$ cat src/rtl/svc_rv_io_uart_pkg.sv
// Register map, STATUS bit layout and FSM state encoding for the memory-mapped UART transmitter.
// Shared with the firmware header generator, so keep offsets and bit positions stable.
package svc_rv_io_uart_pkg;

  localparam logic [1:0] REG_TXDATA = 2'd0;
  localparam logic [1:0] REG_STATUS = 2'd1;
  localparam logic [1:0] REG_DIV    = 2'd2;

  localparam int STATUS_FULL_BIT     = 0;
  localparam int STATUS_EMPTY_BIT    = 1;
  localparam int STATUS_BUSY_BIT     = 2;
  localparam int STATUS_OVERFLOW_BIT = 3;

  typedef enum logic [1:0] {
    ST_IDLE  = 2'd0,
    ST_START = 2'd1,
    ST_DATA  = 2'd2,
    ST_STOP  = 2'd3
  } tx_state_t;

  // A divisor of zero is treated as one clock per bit.
  function automatic logic [15:0] bit_period(input logic [15:0] div);
    return (div == 16'd0) ? 16'd1 : div;
  endfunction

endpackage

$ cat src/rtl/svc_rv_io_uart_fifo.sv
// Synchronous show-ahead FIFO; pointers carry one extra bit so full and empty differ on wrap.
module svc_rv_io_uart_fifo #(
  parameter int DEPTH = 4,
  parameter int WIDTH = 8
) (
  input  logic                       clk,
  input  logic                       rst,
  input  logic                       push,
  input  logic [WIDTH-1:0]           push_data,
  input  logic                       pop,
  output logic [WIDTH-1:0]           pop_data,
  output logic                       full,
  output logic                       empty,
  output logic [$clog2(DEPTH):0]     count
);

  localparam int AW = $clog2(DEPTH);

  logic [WIDTH-1:0] mem [DEPTH];
  logic [AW:0]      wptr;
  logic [AW:0]      rptr;
  logic             do_push;
  logic             do_pop;

  assign count    = wptr - rptr;
  assign full     = (count == (AW+1)'(DEPTH));
  assign empty    = (count == '0);
  assign do_push  = push && !full;
  assign do_pop   = pop && !empty;
  assign pop_data = mem[rptr[AW-1:0]];

  always_ff @(posedge clk) begin
    if (do_push) mem[wptr[AW-1:0]] <= push_data;
  end

  always_ff @(posedge clk) begin
    if (rst) begin
      wptr <= '0;
      rptr <= '0;
    end else begin
      if (do_push) wptr <= wptr + 1'b1;
      if (do_pop)  rptr <= rptr + 1'b1;
    end
  end

endmodule

$ cat src/rtl/svc_rv_io_uart_tx.sv
// Memory-mapped UART transmitter: TXDATA/STATUS/DIV registers, byte FIFO and 8N1 serialiser.
module svc_rv_io_uart_tx
  import svc_rv_io_uart_pkg::*;
#(
  parameter int          FIFO_DEPTH = 4,
  parameter logic [15:0] DIV_RESET  = 16'd434
) (
  input  logic        clk,
  input  logic        rst,
  input  logic        io_ren,
  input  logic [31:0] io_raddr,
  output logic [31:0] io_rdata,
  input  logic        io_wen,
  input  logic [31:0] io_waddr,
  input  logic [31:0] io_wdata,
  input  logic [3:0]  io_wstrb,
  output logic        uart_tx
);

  localparam int AW = $clog2(FIFO_DEPTH);

  tx_state_t   state;
  logic [15:0] div;
  logic [15:0] period;
  logic [15:0] baud_cnt;
  logic [2:0]  bit_idx;
  logic [7:0]  shreg;
  logic        overflow;
  logic        busy;
  logic        full;
  logic        empty;
  logic [AW:0] fifo_count;
  logic [7:0]  pop_data;
  logic        txdata_wr;
  logic        push;
  logic        pop;
  logic        baud_end;
  logic [31:0] rd_val;
  logic        unused_ok;

  assign busy      = (state != ST_IDLE);
  assign txdata_wr = !rst && io_wen && (io_waddr[3:2] == REG_TXDATA) && io_wstrb[0];
  assign push      = txdata_wr && !full;
  assign baud_end  = (baud_cnt == period - 16'd1);
  // Pop exactly when the FSM launches a new start bit.
  assign pop       = !rst && !empty && ((state == ST_IDLE) || (state == ST_STOP && baud_end));
  assign unused_ok = ^{io_raddr[31:4], io_raddr[1:0], io_waddr[31:4], io_waddr[1:0],
                       io_wdata[31:16], io_wstrb[3:2], fifo_count};

  svc_rv_io_uart_fifo #(
    .DEPTH (FIFO_DEPTH),
    .WIDTH (8)
  ) u_fifo (
    .clk       (clk),
    .rst       (rst),
    .push      (push),
    .push_data (io_wdata[7:0]),
    .pop       (pop),
    .pop_data  (pop_data),
    .full      (full),
    .empty     (empty),
    .count     (fifo_count)
  );

  always_comb begin
    rd_val = '0;
    case (io_raddr[3:2])
      REG_STATUS: begin
        rd_val[STATUS_FULL_BIT]     = full;
        rd_val[STATUS_EMPTY_BIT]    = empty;
        rd_val[STATUS_BUSY_BIT]     = busy;
        rd_val[STATUS_OVERFLOW_BIT] = overflow;
      end
      REG_DIV: rd_val = {16'b0, div};
      default: rd_val = '0;
    endcase
  end

  always_ff @(posedge clk) begin
    if (rst) begin
      div      <= DIV_RESET;
      overflow <= 1'b0;
      io_rdata <= '0;
    end else begin
      if (io_wen && io_waddr[3:2] == REG_DIV) begin
        if (io_wstrb[0]) div[7:0]  <= io_wdata[7:0];
        if (io_wstrb[1]) div[15:8] <= io_wdata[15:8];
      end
      if (txdata_wr && full) begin
        overflow <= 1'b1;
      end else if (io_wen && io_waddr[3:2] == REG_STATUS && io_wstrb[0]
                   && io_wdata[STATUS_OVERFLOW_BIT]) begin
        overflow <= 1'b0;
      end
      if (io_ren) io_rdata <= rd_val;
    end
  end

  // uart_tx is updated on the same edge as the state, so it always reflects the current bit.
  always_ff @(posedge clk) begin
    if (rst) begin
      state    <= ST_IDLE;
      uart_tx  <= 1'b1;
      period   <= 16'd1;
      baud_cnt <= '0;
      bit_idx  <= '0;
      shreg    <= '0;
    end else begin
      case (state)
        ST_IDLE: begin
          uart_tx <= 1'b1;
          if (!empty) begin
            state    <= ST_START;
            uart_tx  <= 1'b0;
            shreg    <= pop_data;
            period   <= bit_period(div);
            baud_cnt <= '0;
          end
        end
        ST_START: begin
          if (baud_end) begin
            state    <= ST_DATA;
            uart_tx  <= shreg[0];
            baud_cnt <= '0;
            bit_idx  <= '0;
          end else begin
            baud_cnt <= baud_cnt + 16'd1;
          end
        end
        ST_DATA: begin
          if (baud_end) begin
            baud_cnt <= '0;
            if (bit_idx == 3'd7) begin
              state   <= ST_STOP;
              uart_tx <= 1'b1;
            end else begin
              bit_idx <= bit_idx + 3'd1;
              shreg   <= shreg >> 1;
              uart_tx <= shreg[1];
            end
          end else begin
            baud_cnt <= baud_cnt + 16'd1;
          end
        end
        ST_STOP: begin
          if (baud_end) begin
            baud_cnt <= '0;
            if (!empty) begin
              state   <= ST_START;
              uart_tx <= 1'b0;
              shreg   <= pop_data;
              period  <= bit_period(div);
            end else begin
              state   <= ST_IDLE;
              uart_tx <= 1'b1;
            end
          end else begin
            baud_cnt <= baud_cnt + 16'd1;
          end
        end
        default: state <= ST_IDLE;
      endcase
    end
  end

endmodule

$ cat config.mk
export PLATFORM = sky130hd
export DESIGN_NAME = svc_rv_io_uart_tx
export DESIGN_NICKNAME = d
export VERILOG_FILES = /design/src/rtl/svc_rv_io_uart_pkg.sv /design/src/rtl/svc_rv_io_uart_fifo.sv /design/src/rtl/svc_rv_io_uart_tx.sv
export SDC_FILE = /design/constraint.sdc
export NUM_CORES = 1
export LEC_CHECK = 0
export CAP_MARGIN = 40
export CORE_MARGIN = 2
export CORE_UTILIZATION = 30
export CTS_CLUSTER_SIZE = 20
export DETAILED_ROUTE_END_ITERATION = 10
export MAX_ROUTING_LAYER = met4
export SLEW_MARGIN = 25
export SYNTH_ARGS = -nofsm -noshare
export SYNTH_HDL_FRONTEND = slang
export SYNTH_HIERARCHICAL = 1
export SYNTH_SLANG_ARGS = --single-unit
$ cat constraint.sdc
create_clock -name clk -period 8.2 [get_ports clk]
set_input_delay 0.82 -clock clk [delete_from_list [all_inputs] [get_ports clk]]
set_output_delay 0.82 -clock clk [all_outputs]
set_load 0.01 [all_outputs]
==> reports/metrics.yaml, run 1 <==
status: "finished, final reports clean"
dr_wl_met2_um: 5990
leakagePower_nw: 2.61
timing.final.crit_share_pct: 52.4
r2r_setup_slack_ns: 3.91
hold_viol: 0
grt_pass1_vias: 4352
drtIter0Drc: 139
hold_start: "shreg[0]"
firstDrtPassIters: 4
syn_to_final_growth_pct: 18.6
clock_sinks: 119
die_y_um: 147
holdBufCountCts: 0
crit_buf_inv: 2
cts_htree_levels: 4
drv_cap: 0
io_pins: 137
startpoint: "period[0]"
port_buffers: 42
drc: 0
antenna_found_initial: 0
die_x_um: 147
multiInputGateArea_um2: 3140
power_density_nw_per_um2: 208
final_common_cell: "dfxtp_1"
coreArea_um2: 20200
critPathLaunchType: "flop"
fillers: 2058
die_area_um2: 21700
top_layer: "met4"
drive_gt1_share_pct: 9.44
wl_per_cell_um: 13.7
drv_slew: 0
dp_hpwl_um: 8940
syn_avg_cell_area_um2: 9.64
cp.depth: 12
cp_slowest_stage_delay_ns: 0.64
clk_pin_slew_ns: 0.05
crit_chain: "inv_1 > ha_1 > or4b_1 > or4_4 > and2_1 > a2111oi_0 > o2111a_2 > a21oi_1 > nor3_1 > inv_1 > a31oi_4 > mux2_2"
clock_latency_ns: 0.42
grt_pass1_wl_um: 21700
antenna_left: 0
max_freq_ghz: 0.233
grt.overflow.total: 0
start_util_pct: 30.5
clock_skew_ns: 0.00770
critical-path-top-delay-family: "simple AND/OR/NAND/NOR gates"
end_kind: "flop"
final_cell_mix: "dfxtp_1, nand2_1, nor2_1"
wl_met1_um: 6420
drt-total-wl_um: 13000
cts_buffers: 17
fin_ws_ns: 3.91
required_ns: 8.50
timing.slew.headroom_pct: 48.1
worst_pin_slew_ns: 0.772
track_usage_pct: 12.8
hold_path_depth: 2
clock-root-buffer: "clkbuf_16"
finalCriticalPeriod_ns: 4.29
arrival_ns: 4.60
synthesis.area_um2: 6160
min-delay-path-class: "flop to flop"
fin_nets: 788
total_power_mw: 1.52
vias: 4547
cts_tree: "built"
grt_start_max_net_pins: 84
post_cts_resized: 0
crit_path_top_delay_cell: "or4b_1"
synth-warning-count: 6
pre_cts_ws_ns: 3.92
fin_tns_setup_ns: 0
rsz0062_at_grt: "false"
vias_per_cell: 4.80
regArea_um2: 2700
place_congestion: 0.825
setup_violations: 0
worstRegToRegCells: 12
met3_length_um: 374
row_count: 52
r2r_start: "period[0]"
antenna_cells: 0
post-cts-setup-buffer-count: 0
irDropWorstVdd_uv: 112
syn_inst: 639
timing.critical_path.mode_cell: "inv_1"
path_max_fanout: 9
clock_path_buffers: 2
crit_type: "flop to flop"
-- worst min path at each step --
| stage | endpoint |
|---|---|
| finish | shreg[0] |
| global route | io_rdata[12] |
| CTS | shreg[0] |
| detailed placement | bit_idx[1] |
| global placement | bit_idx[2] |
| floorplan | shreg[0] |
-- report_power, final --
group	switching (mW)	internal, mW
clock	0.268	0.415
sequential	0.0126	0.618
combinational	0.122	0.0872
total	0.403	1.12
-- final cells by class --
cell class / count / area share, %
clock buffers: 20 / 5.98
clock inverters: 12 / 1.46
inverters: 25 / 1.28
multi-input cells: 455 / 43.0
flip-flops and latches: 119 / 37.0
well taps: 270 / 4.62
repair buffers: 47 / 6.68
-- through the flow --
stage / cell area [um^2] / cells / hold WS, ns / utilization, %
after global routing: 7310 / 948 / 0.498 / 36.2
after detailed placement: 6720 / 914 / 0.454 / 33.3
final: 7310 / 948 / 0.460 / 36.2
after CTS: 7260 / 946 / 0.464 / 36.0
after floorplan: 6220 / 654 / 0.434 / -
after global placement: 6700 / 913 / 0.446 / 33.2
-- state kept, by name (all words and copies together) (netlist names), named ones only --
name         flops
u_fifo/mem      32
baud_cnt        16
div             16
io_rdata        16
period          16
shreg            8
bit_idx          3
u_fifo/rptr      3
u_fifo/wptr      3
state            2
overflow         1
uart_tx          1
-- routing by layer --
metal | GRT usage, % | up-vias
li1 | - | 2328
met1 | 16.2 | 2133
met2 | 20.1 | 73
met3 | 3.11 | 13
met4 | 4.18 | 0
met5 | - | -
-- worst reg2reg max path, stage by stage (launching register included) --
cell and delay [ns]:
dfxtp_1 0.37, inv_1 0.09, ha_1 0.33, or4b_1 0.64, or4_4 0.58, and2_1 0.17
a2111oi_0 0.45, o2111a_2 0.42, a21oi_1 0.12, nor3_1 0.31, inv_1 0.13, a31oi_4 0.21
mux2_2 0.36
Note: power is estimated with default switching activity, not from simulation.
==> inputs of run 2 (changes only) <==
clock period = 4.1 ns   (was 8.2 ns; I/O delays follow)
==> run 2 against run 1 <==
  * Setup slack got worse by 3.6 ns
  * Hold slack lost 0.093 ns
  * Via count up 1.0%
  * Highest routed layer unchanged
  * Sequential power increased by 100%
  * First-iteration DRC count is 75% higher
  * Clock power increased by 110%
  * Non-clock buffer count rose by 8
  * Cell area rose by 1.1%
==> reports/metrics.yaml, run 2 (synthesis results as in run 1) <==
status: "finished, final reports clean"  # unchanged
hold_viol: 0  # unchanged
grt_pass1_vias: 4465  # was 4,352
drc: 0  # unchanged
path_max_fanout: 7  # was 9
drive_gt1_share_pct: 10.9  # was 9.44%
cts_tree: "built"  # unchanged
arrival_ns: 4.10  # was 4.60 ns
clock_sinks: 119  # unchanged
track_usage_pct: 13.2  # was 12.8%
pwr-share-clk_pct: 45.9  # was 44.8%
drv_slew: 0  # unchanged
critPathLaunchType: "flop"  # unchanged
switching_share_pct: 27.6  # was 26.5%
irDropWorstVdd_uv: 213  # was 112 uV
antenna_found_initial: 0  # unchanged
required_ns: 4.40  # was 8.50 ns
syn_to_final_growth_pct: 19.9  # was 18.6%
power_density_nw_per_um2: 424  # was 208 nW/um^2
rsz0062_at_grt: "false"  # unchanged
vias: 4594  # was 4,547
leakagePower_nw: 2.66  # was 2.61 nW
timing.final.crit_share_pct: 92.5  # was 52.4%
finalCriticalPeriod_ns: 3.79  # was 4.29 ns
firstDrtPassIters: 4  # unchanged
p_comb_share_pct: 13.8  # was 13.7%
die_y_um: 147  # unchanged
drtIter0Drc: 243  # was 139
cts_htree_levels: 4  # unchanged
grt.overflow.total: 0  # unchanged
total_power_mw: 3.13  # was 1.52 mW
p_sw_mw: 0.863  # was 0.403 mW
grt_start_max_net_pins: 83  # was 84
p_seq_share_pct: 40.3  # was 41.4%
timing.slew.headroom_pct: 57.6  # was 48.1%
end_kind: "flop"  # unchanged
clock-root-buffer: "clkbuf_16"  # unchanged
vias_per_cell: 4.81  # was 4.80
fin_util_pct: 36.6  # was 36.2%
clock_latency_ns: 0.42  # about the same
drv_cap: 0  # unchanged
clock_path_buffers: 2  # unchanged
start_util_pct: 30.5  # unchanged
io_pins: 137  # unchanged
max_freq_ghz: 0.264  # was 0.233 GHz
clock_skew_ns: 0.00757  # was 0.00770 ns
dp_hpwl_um: 9200  # was 8940 um
die_area_um2: 21700  # unchanged
post-cts-setup-buffer-count: 0  # unchanged
final_cell_mix: "dfxtp_1, nand2_1, nor2_1"  # unchanged
fin_tns_setup_ns: 0  # unchanged
largest_register_ff_count: 32  # unchanged
antenna_cells: 0  # unchanged
place_congestion: 0.837  # was 0.825
coreArea_um2: 20200  # unchanged
min-delay-path-class: "input port to flop"  # was flop to flop
clk_pin_slew_ns: 0.06  # was 0.05 ns
drt-total-wl_um: 13200  # was 13,000 um
post_cts_resized: 0  # unchanged
cts_buffers: 17  # unchanged
fin_nets: 796  # was 788
internal-power_mw: 2.26  # was 1.12 mW
die_x_um: 147  # unchanged
grt_pass1_wl_um: 22600  # was 21,700 um
final_common_cell: "dfxtp_1"  # unchanged
worst_pin_slew_ns: 0.631  # was 0.772 ns
row_count: 52  # unchanged
setup_violations: 0  # unchanged
port_buffers: 42  # unchanged
antenna_left: 0  # unchanged
crit_type: "flop to flop"  # unchanged
holdBufCountCts: 0  # unchanged
wl_per_cell_um: 13.8  # was 13.7 um
run 2: cell count changes in the layout (fill, tap and decap cells not counted), moves of 3 or more:
cell | previous run | this run
clkbuf_1 | 3 | 0
inv_6 | 1 | 5
clkinv_2 | 4 | 1
buf_4 | 2 | 10
run 2: final timing paths:
kind | startpoint | end | slack (ns) | cells past startpoint
hold reg to reg | bit_idx[2] | bit_idx[2] | 0.47 | 2
hold / removal | rst | u_fifo/wptr[2] | 0.37 | 4
setup reg to reg | period[0] | u_fifo/rptr[0] | 0.31 | 14
setup / recovery | period[0] | u_fifo/rptr[0] | 0.31 | 14
run 2: power by group through the flow:
stage	Clock, mW	Sequential, mW	Combinational, mW
3_3_place_gp	0	1.29	0.425
6_report	1.44	1.26	0.432
4_1_cts	1.47	1.26	0.429
2_1_floorplan	0	1.28	0.311
3_5_place_dp	0	1.29	0.426
5_1_grt	1.52	1.26	0.480
run 2: final cells by class:
cell class	instances	area, um^2
fillers	2038	12800
multi-input cells	455	3130
flip-flops and latches	119	2700
repair buffers	55	548
clock buffers	17	425
well taps	270	338
clock inverters	15	144
inverters	25	93.8
run 2: through the flow:
stage	cell area (um^2)	std cells	setup WS, ns	hold WS, ns
after floorplan	6220	654	0.425	0.434
final	7380	956	0.309	0.366
after global routing	7380	956	0.0886	0.385
after global placement	6760	921	0.384	0.447
after detailed placement	6770	922	0.350	0.452
after CTS	7340	954	0.312	0.355
run 2: per-layer routing:
metal  vias up  track usage, %  routed length [um]
met5         -               -                   0
met3        13            2.36                 333
met1      2150            17.6                6450
met2        72            20.0                6240
li1       2359               -                   -
met4         0            5.34                 204
run 2: worst max-delay path: stages (launching register included):
cell	delay [ns]
dfxtp_1	0.38
inv_1	0.09
ha_1	0.15
or4b_1	0.48
buf_4	0.19
o311ai_0	0.35
o211ai_1	0.18
a2111oi_0	0.53
o2111a_2	0.33
a21oi_1	0.08
nor3_1	0.16
buf_4	0.16
inv_1	0.06
a31oi_4	0.19
mux2_2	0.36
